File: src/rtl/uart_pkg.sv
// Types and constants shared between the UART receiver and transmitter.
package uart_pkg;

   localparam int DATA_BITS = 8;

   typedef enum logic [1:0] {
      IDLE  = 2'd0,
      START = 2'd1,
      DATA  = 2'd2,
      STOP  = 2'd3
   } rx_state_t;

endpackage

File: src/rtl/uart_rx_sync2.sv
// Two-flop synchroniser for an asynchronous single-bit input; both flops
// reset to RST_VAL so the output never shows a spurious edge out of reset.
module sync2 #(
   parameter logic RST_VAL = 1'b1
) (
   input  logic clk,
   input  logic rst_n,
   input  logic i_d,
   output logic o_q
);

   logic r_meta;
   logic r_q;

   always_ff @(posedge clk or negedge rst_n) begin
      if (!rst_n) begin
         r_meta <= RST_VAL;
         r_q    <= RST_VAL;
      end else begin
         r_meta <= i_d;
         r_q    <= r_meta;
      end
   end

   assign o_q = r_q;

endmodule

File: src/rtl/uart_rx.sv
// 8N1 UART receiver: mid-bit sampling with CLKS_PER_BIT oversampling and a
// one-entry valid/ready output buffer with framing-error and overrun pulses.
module uart_rx
   import uart_pkg::*;
#(
   parameter int CLKS_PER_BIT = 16
) (
   input  logic                 clk,
   input  logic                 rst_n,
   input  logic                 rx,
   output logic [DATA_BITS-1:0] out_data,
   output logic                 out_valid,
   input  logic                 out_ready,
   output logic                 frame_err,
   output logic                 overrun
);

   localparam int                CNT_W    = $clog2(CLKS_PER_BIT);
   localparam int                HALF     = CLKS_PER_BIT / 2;
   localparam logic [CNT_W-1:0]  CNT_HALF = CNT_W'(HALF - 1);
   localparam logic [CNT_W-1:0]  CNT_LAST = CNT_W'(CLKS_PER_BIT - 1);
   localparam logic [2:0]        IDX_LAST = 3'(DATA_BITS - 1);

   logic                 w_rx_s;
   logic                 r_rx_prev;

   rx_state_t            r_state;
   rx_state_t            w_state_nxt;
   logic [CNT_W-1:0]     r_cnt;
   logic [CNT_W-1:0]     w_cnt_nxt;
   logic [2:0]           r_idx;
   logic [2:0]           w_idx_nxt;
   logic [DATA_BITS-1:0] r_sr;
   logic [DATA_BITS-1:0] w_sr_nxt;
   logic                 w_byte_good;
   logic                 w_byte_bad;

   logic [DATA_BITS-1:0] r_out_data;
   logic                 r_out_valid;
   logic                 r_frame_err;
   logic                 r_overrun;

   sync2 #(
      .RST_VAL (1'b1)
   ) u_sync_rx (
      .clk   (clk),
      .rst_n (rst_n),
      .i_d   (rx),
      .o_q   (w_rx_s)
   );

   always_ff @(posedge clk or negedge rst_n) begin
      if (!rst_n) begin
         r_rx_prev <= 1'b1;
         r_state   <= IDLE;
         r_cnt     <= '0;
         r_idx     <= '0;
         r_sr      <= '0;
      end else begin
         r_rx_prev <= w_rx_s;
         r_state   <= w_state_nxt;
         r_cnt     <= w_cnt_nxt;
         r_idx     <= w_idx_nxt;
         r_sr      <= w_sr_nxt;
      end
   end

   // Only a high-to-low transition arms the receiver, so a held-low break
   // line cannot retrigger; STOP returns to IDLE at mid-stop-bit so a start
   // edge on the next nominal bit boundary is still caught.
   always_comb begin
      w_state_nxt = r_state;
      w_cnt_nxt   = r_cnt;
      w_idx_nxt   = r_idx;
      w_sr_nxt    = r_sr;
      w_byte_good = 1'b0;
      w_byte_bad  = 1'b0;
      case (r_state)
         IDLE: begin
            if (r_rx_prev && !w_rx_s) begin
               w_state_nxt = START;
               w_cnt_nxt   = '0;
            end
         end
         START: begin
            if (r_cnt == CNT_HALF) begin
               w_cnt_nxt = '0;
               if (w_rx_s) begin
                  w_state_nxt = IDLE;
               end else begin
                  w_state_nxt = DATA;
                  w_idx_nxt   = '0;
               end
            end else begin
               w_cnt_nxt = r_cnt + 1'b1;
            end
         end
         DATA: begin
            if (r_cnt == CNT_LAST) begin
               w_cnt_nxt = '0;
               w_sr_nxt  = {w_rx_s, r_sr[DATA_BITS-1:1]};
               if (r_idx == IDX_LAST) begin
                  w_state_nxt = STOP;
               end else begin
                  w_idx_nxt = r_idx + 3'd1;
               end
            end else begin
               w_cnt_nxt = r_cnt + 1'b1;
            end
         end
         STOP: begin
            if (r_cnt == CNT_LAST) begin
               w_cnt_nxt   = '0;
               w_state_nxt = IDLE;
               w_byte_good = w_rx_s;
               w_byte_bad  = !w_rx_s;
            end else begin
               w_cnt_nxt = r_cnt + 1'b1;
            end
         end
         default: begin
            w_state_nxt = IDLE;
            w_cnt_nxt   = '0;
         end
      endcase
   end

   // A new byte may replace the buffered one only if that one leaves in the
   // same cycle; otherwise the new byte is dropped and flagged.
   always_ff @(posedge clk or negedge rst_n) begin
      if (!rst_n) begin
         r_out_data  <= '0;
         r_out_valid <= 1'b0;
         r_frame_err <= 1'b0;
         r_overrun   <= 1'b0;
      end else begin
         r_frame_err <= w_byte_bad;
         r_overrun   <= 1'b0;
         if (w_byte_good) begin
            if (!r_out_valid || out_ready) begin
               r_out_data  <= r_sr;
               r_out_valid <= 1'b1;
            end else begin
               r_overrun <= 1'b1;
            end
         end else if (r_out_valid && out_ready) begin
            r_out_valid <= 1'b0;
         end
      end
   end

   assign out_data  = r_out_data;
   assign out_valid = r_out_valid;
   assign frame_err = r_frame_err;
   assign overrun   = r_overrun;

endmodule

File: config.mk
export PLATFORM = sky130hd
export DESIGN_NAME = uart_rx
export DESIGN_NICKNAME = d
export VERILOG_FILES = /design/src/rtl/uart_pkg.sv /design/src/rtl/uart_rx_sync2.sv /design/src/rtl/uart_rx.sv
export SDC_FILE = /design/constraint.sdc
export NUM_CORES = 1
export LEC_CHECK = 0
export CAP_MARGIN = 10
export CORE_ASPECT_RATIO = 1.2
export CORE_UTILIZATION = 61
export CTS_BUF_LIST = sky130_fd_sc_hd__clkbuf_4
export CTS_CLUSTER_DIAMETER = 40
export DETAILED_ROUTE_END_ITERATION = 10
export MAX_ROUTING_LAYER = met4
export PLACE_DENSITY_LB_ADDON = 0.08
export SLEW_MARGIN = 20
export SYNTH_ARGS = -nofsm -noshare
export SYNTH_HDL_FRONTEND = slang
export SYNTH_SLANG_ARGS = --single-unit
File: constraint.sdc
create_clock -name clk -period 5.3 [get_ports clk]
set_input_delay 1.06 -clock clk [delete_from_list [all_inputs] [get_ports clk]]
set_output_delay 1.06 -clock clk [all_outputs]
set_load 0.01 [all_outputs]
== Yosys cells after proc, flatten, opt, wreduce, memory -nomap -nowiden ==
Cells that the tools add are included.

* Register bits after elaboration: 31
* Bits of input ports: 4
* Output and inout port bits: 11
* Logic and storage cells: 66

* $add $sub $neg: 2
* Equality and inequality tests: 14
* Muxes and demuxes: 25
* Reductions and logical operators: 14

{| class="wikitable"
|+ Operators with widths
! cell !! count
|-
| $ne A2 B2 Y1 const B || 7
|-
| $mux W2 || 6
|-
| $mux W3 || 4
|-
| $mux W4 || 3
|-
| $pmux W4 S3 || 1
|-
| $reduce_and A5 Y1 || 2
|-
| $mux W1 || 9
|-
| $pmux W2 S4 || 1
|-
| $pmux W3 S2 || 1
|-
| $reduce_and A2 Y1 || 3
|-
| $add A4 B1 Y4 const B || 1
|-
| $eq A2 B2 Y1 const B || 2
|-
| $eq A4 B3 Y1 const B || 1
|-
| $eq A4 B4 Y1 const B || 1
|-
| $reduce_bool A2 Y1 || 2
|-
| $add A3 B1 Y3 const B || 1
|-
| $eq A3 B3 Y1 const B || 1
|-
| $eq A2 B1 Y1 const B || 1
|-
| $logic_and A1 B1 Y1 || 2
|-
| $logic_not A1 Y1 || 2
|-
| $logic_not A2 Y1 || 1
|-
| $ne A2 B1 Y1 const B || 1
|-
| $reduce_or A2 Y1 || 1
|-
| $logic_or A1 B1 Y1 || 1
|}

== Depth between registers and ports, before layout ==
* Word-level depth: 5
* Depth in mapped cells: 6
* Mapped depth without buffers: 5

== Modules after synthesis ==
A second synthesis with hierarchy kept.

* Cells, all modules: 93
* Area, all modules: 1,325.0 sq um

{| class="wikitable"
|+ Modules (own cells, without submodules)
! module !! instances !! cells each !! area an instance (sq um) !! sequential area each (sq um)
|-
| uart_rx || 1 || 91 || 1,272.5 || 726.9
|-
| sync2 || 1 || 2 || 52.6 || 52.6
|}

== Worst setup path before layout ==
No wires, ideal clock.

* Path type: input port to flip-flop
* From: input out_ready
* To: register r_out_data[0] (netlist: out_data[0])
* Arrival: 1.754 ns
* Slack: 3.421 ns
* Stages on the path: 4
* Path buffers: 1
* Path through: nand2b_1 > nor2b_4 > buf_12 > mux2_4

* Word-level cells in the longest chain between the ends: 2

{| class="wikitable"
|+ Ends and longest elaborated chain
! item !! RTL line !! RTL
|-
| start: declaration || uart_rx.sv:13 || <nowiki>input logic out_ready,</nowiki>
|-
| $logic_or A1 B1 Y1 || uart_rx.sv:140 || <nowiki>if (!r_out_valid || out_ready) begin</nowiki>
|-
| $reduce_and A2 Y1 (no source line) || -- ||
|-
| end signal: assignment || uart_rx.sv:141 || <nowiki>r_out_data <= r_sr;</nowiki>
|-
| end: declaration || uart_rx.sv:38 || <nowiki>logic [DATA_BITS-1:0] r_out_data;</nowiki>
|}

No other way between the ends.
A chain may end at the register's enable or synchronous reset.

== Worst setup path in the final report ==
* From: register r_out_data[7] (netlist: out_data[7])
* To: output out_data[7]

{| class="wikitable"
|+ RTL lines
! item !! RTL line !! RTL
|-
| end: declaration || uart_rx.sv:11 || <nowiki>output logic [DATA_BITS-1:0] out_data,</nowiki>
|}

No word-level cell between the ends.

==> run_results.csv <==
group,metric,value,unit
run_status,outcome,"finished clean",
layout,area_growth,17.1,%
global_route,grt_max_degree,32,
sta,fin_crit_sh,0.437,
synth,ys_ff_latch,31,
synth,syn_area,1370,µm²
worst_setup_path,cp_slowest_cell,"clkdlybuf4s50_1",
synth,syn_nets,109,
layout,layout_commonest_cell,"dfrtp_1",
synth,ys_seq_area_frac,0.570,
worst_setup_path,cp_max_fo,2,
worst_setup_path,cpPeakStageDelay,0.54,ns
power_and_ir_drop,p_leak,0.763,nW
drt,dr.pass1.iters,4,
global_route,grt_overflow,0,
floorplan,num_rows,18,
sta,rsz0062_at_grt,"false",
power_and_ir_drop,ir_worst_vdd,0.000335,V
worst_setup_path,worstPathArrival,1.26,ns
cts,cts_sinks,31,
sta,finalHoldViolCount,0,
global_route,grt_antenna_before_repair,0,
layout,design_area,1600,µm²
power_and_ir_drop,p_per_area,372,nW/µm²
floorplan,start_util,0.653,
drt,drcViolationCount,0,
worst_setup_path,crit_family,"buffers and inverters",
sta,fin_hold_ws,0.361,ns
sta,report.final.slew_viol_count,0,
worst_setup_path,crit_type,"flip-flop to output pin",
layout,diodes,0,
cts,clk_path_buf_depth,2,
sta,slew_headroom,0.557,
worst_setup_path,rrSetupSlack,3.26,ns
place,place.gp.congestion,0.769,
place,io_buffers,14,
drt,avgViaCountPerCell,5.48,
synth,netlist_instances,102,
worst_hold_path,hold_path.class,"flip-flop to flip-flop",
layout,ff_latch_area,779,µm²
sta,finalClockSkew,0.00305,ns
cts,cts.repair.resized,0,
layout,most-common-layout-cells,"28 x dfrtp_1, 14 x clkdlybuf4s50_1, 11 x mux2_2, 8 x mux2_4, 7 x nand2_1",
sta,fmax,431,MHz
cts,ctsHoldBuffers,0,
floorplan,coreArea,2090,µm²
worst_setup_path,critical_path_required,4.24,ns
worst_setup_path,endpoint_kind,"output pin",
synth,syn_area_per_cell,13.4,µm²
cts,cts_max_level,2,
cts,clock-root-buffer,"clkbuf_4",
global_route,grt_usage,0.227,
sta,fin_crit,2.32,ns
layout,nFillCells,133,
drt,wl_per_cell,14.7,µm
layout,final_nets,128,
layout,drive_above_1_share,0.287,
cts,clk_pin_slew,0.09,ns
layout,multi_input_comb_area,553,µm²
sta,worst-slew-pin-transition,0.659,ns
drt,wl,2230,µm
floorplan,die_x,45.2,µm
cts,numCtsBuffers,5,
cts,clock_latency,0.33,ns
cts,cts_setup_buffers,0,
floorplan,fp.dieH,53.9,µm
worst_setup_path,path_cells,"clkdlybuf4s50_1",
place,placed_cell_area,1530,µm²
flow_run,maxCapViolCount,0,
global_route,grt_pass1_vias,821,
place,hpwl,1520,µm
floorplan,dieArea,2440,µm²
worst_setup_path,cp-start-kind,"flip-flop",
synth,yosysUniqueCellTypes,32,
worst_setup_path,path_buf_inv,1,
global_route,grt_pass1_wl,3680,µm
cts,cts_tree,"yes",
synth,yosys_warnings,0,
sta,setup_violations,0,
drt,drt_iter0_drc,10,
drt,vias,833,
drt,antenna_left,0,
floorplan,io_pins,15,
sta,fin_tns_setup,0,ns
## worst paths after layout
path                                  startpoint       endpoint  depth (start not counted)
worst min-delay path            u_sync_rx.r_meta  u_sync_rx.o_q                          0
worst max register to register          r_cnt[0]    out_data[7]                          5
worst min register to register  u_sync_rx.r_meta  u_sync_rx.o_q                          0
worst max-delay path                 out_data[7]    out_data[7]                          1
min in group asynchronous                  rst_n        overrun                          2
max in group asynchronous                  rst_n      r_rx_prev                          2
## state kept, by name (all words and copies together) (netlist names), named ones only
name	flops
frame_err	1
out_data	8
out_valid	1
overrun	1
r_cnt	4
r_idx	3
r_rx_prev	1
r_sr	8
r_state	1
u_sync_rx.o_q	1
u_sync_rx.r_meta	1
## where the power goes
part	internal [mW]	switching, mW
Combinational	0.0530	0.0567
Clock	0.0969	0.0773
Sequential	0.264	0.0474
Total	0.414	0.181
## routing by layer
metal	routed length (µm)	global-route usage	share of wire
met1	979	0.273	0.44
met3	71	0.0503	0.032
met2	1120	0.348	0.50
met4	65	0.136	0.029
met5	0	-	0
## Yosys cell counts
| cell type | number | share of area |
|---|---|---|
| dfrtp_1 | 28 | 0.51 |
| mux2_2 | 11 | 0.091 |
| mux2_4 | 8 | 0.088 |
| nand2_1 | 7 | 0.019 |
| nor2_1 | 6 | 0.016 |
| o21ai_0 | 5 | 0.018 |
| nor3_1 | 4 | 0.015 |
| dfstp_2 | 3 | 0.058 |
| ha_1 | 3 | 0.027 |
| and3b_1 | 2 | 0.013 |
| clkbuf_1 | 2 | 0.0055 |
| inv_1 | 2 | 0.0055 |
| nand2b_1 | 2 | 0.0091 |
| a211o_1 | 1 | 0.0064 |
| a21boi_0 | 1 | 0.0055 |
| a21o_2 | 1 | 0.0064 |
| a21oi_1 | 1 | 0.0037 |
| a32o_1 | 1 | 0.0073 |
| a41oi_1 | 1 | 0.0064 |
| and2b_1 | 1 | 0.0055 |
| buf_12 | 1 | 0.015 |
| nand2_2 | 1 | 0.0046 |
| nand3_1 | 1 | 0.0037 |
| nand4_1 | 1 | 0.0046 |
| nor2b_4 | 1 | 0.010 |
| nor3_2 | 1 | 0.0073 |
| nor3b_1 | 1 | 0.0055 |
| o211ai_1 | 1 | 0.0055 |
| o21bai_1 | 1 | 0.0055 |
| o22a_1 | 1 | 0.0064 |
| o31ai_1 | 1 | 0.0055 |
| or3_4 | 1 | 0.0082 |
## kinds of logic after synthesis
group           Yosys count  synth area share
simple gates             29             0.122
flops                    31             0.570
compound gates           15            0.0769
buf+inv                   5            0.0256
fa+ha+maj                 3            0.0275
mux                      19             0.178
## metrics by stage
stage           util  total power [mW]  instances  setup slack, ns
2_1_floorplan      -             0.393        102             3.42
3_3_place_gp   0.728             0.421        144             2.88
3_5_place_dp   0.728             0.424        144             2.86
4_1_cts        0.765             0.601        152             2.96
5_1_grt        0.765             0.635        152             2.94
6_report       0.765             0.595        152             2.98
## final cells by class
| class | instances | share of cell area |
|---|---|---|
| Timing Repair Buffer | 15 | 0.0922 |
| Inverter | 2 | 0.00469 |
| Clock buffer | 5 | 0.0234 |
| Sequential cell | 31 | 0.487 |
| Multi-Input combinational cell | 66 | 0.345 |
| Clock inverter | 3 | 0.0242 |
| Tap cell | 30 | 0.0234 |
No activity file was read; power rests on OpenSTA's default activity.
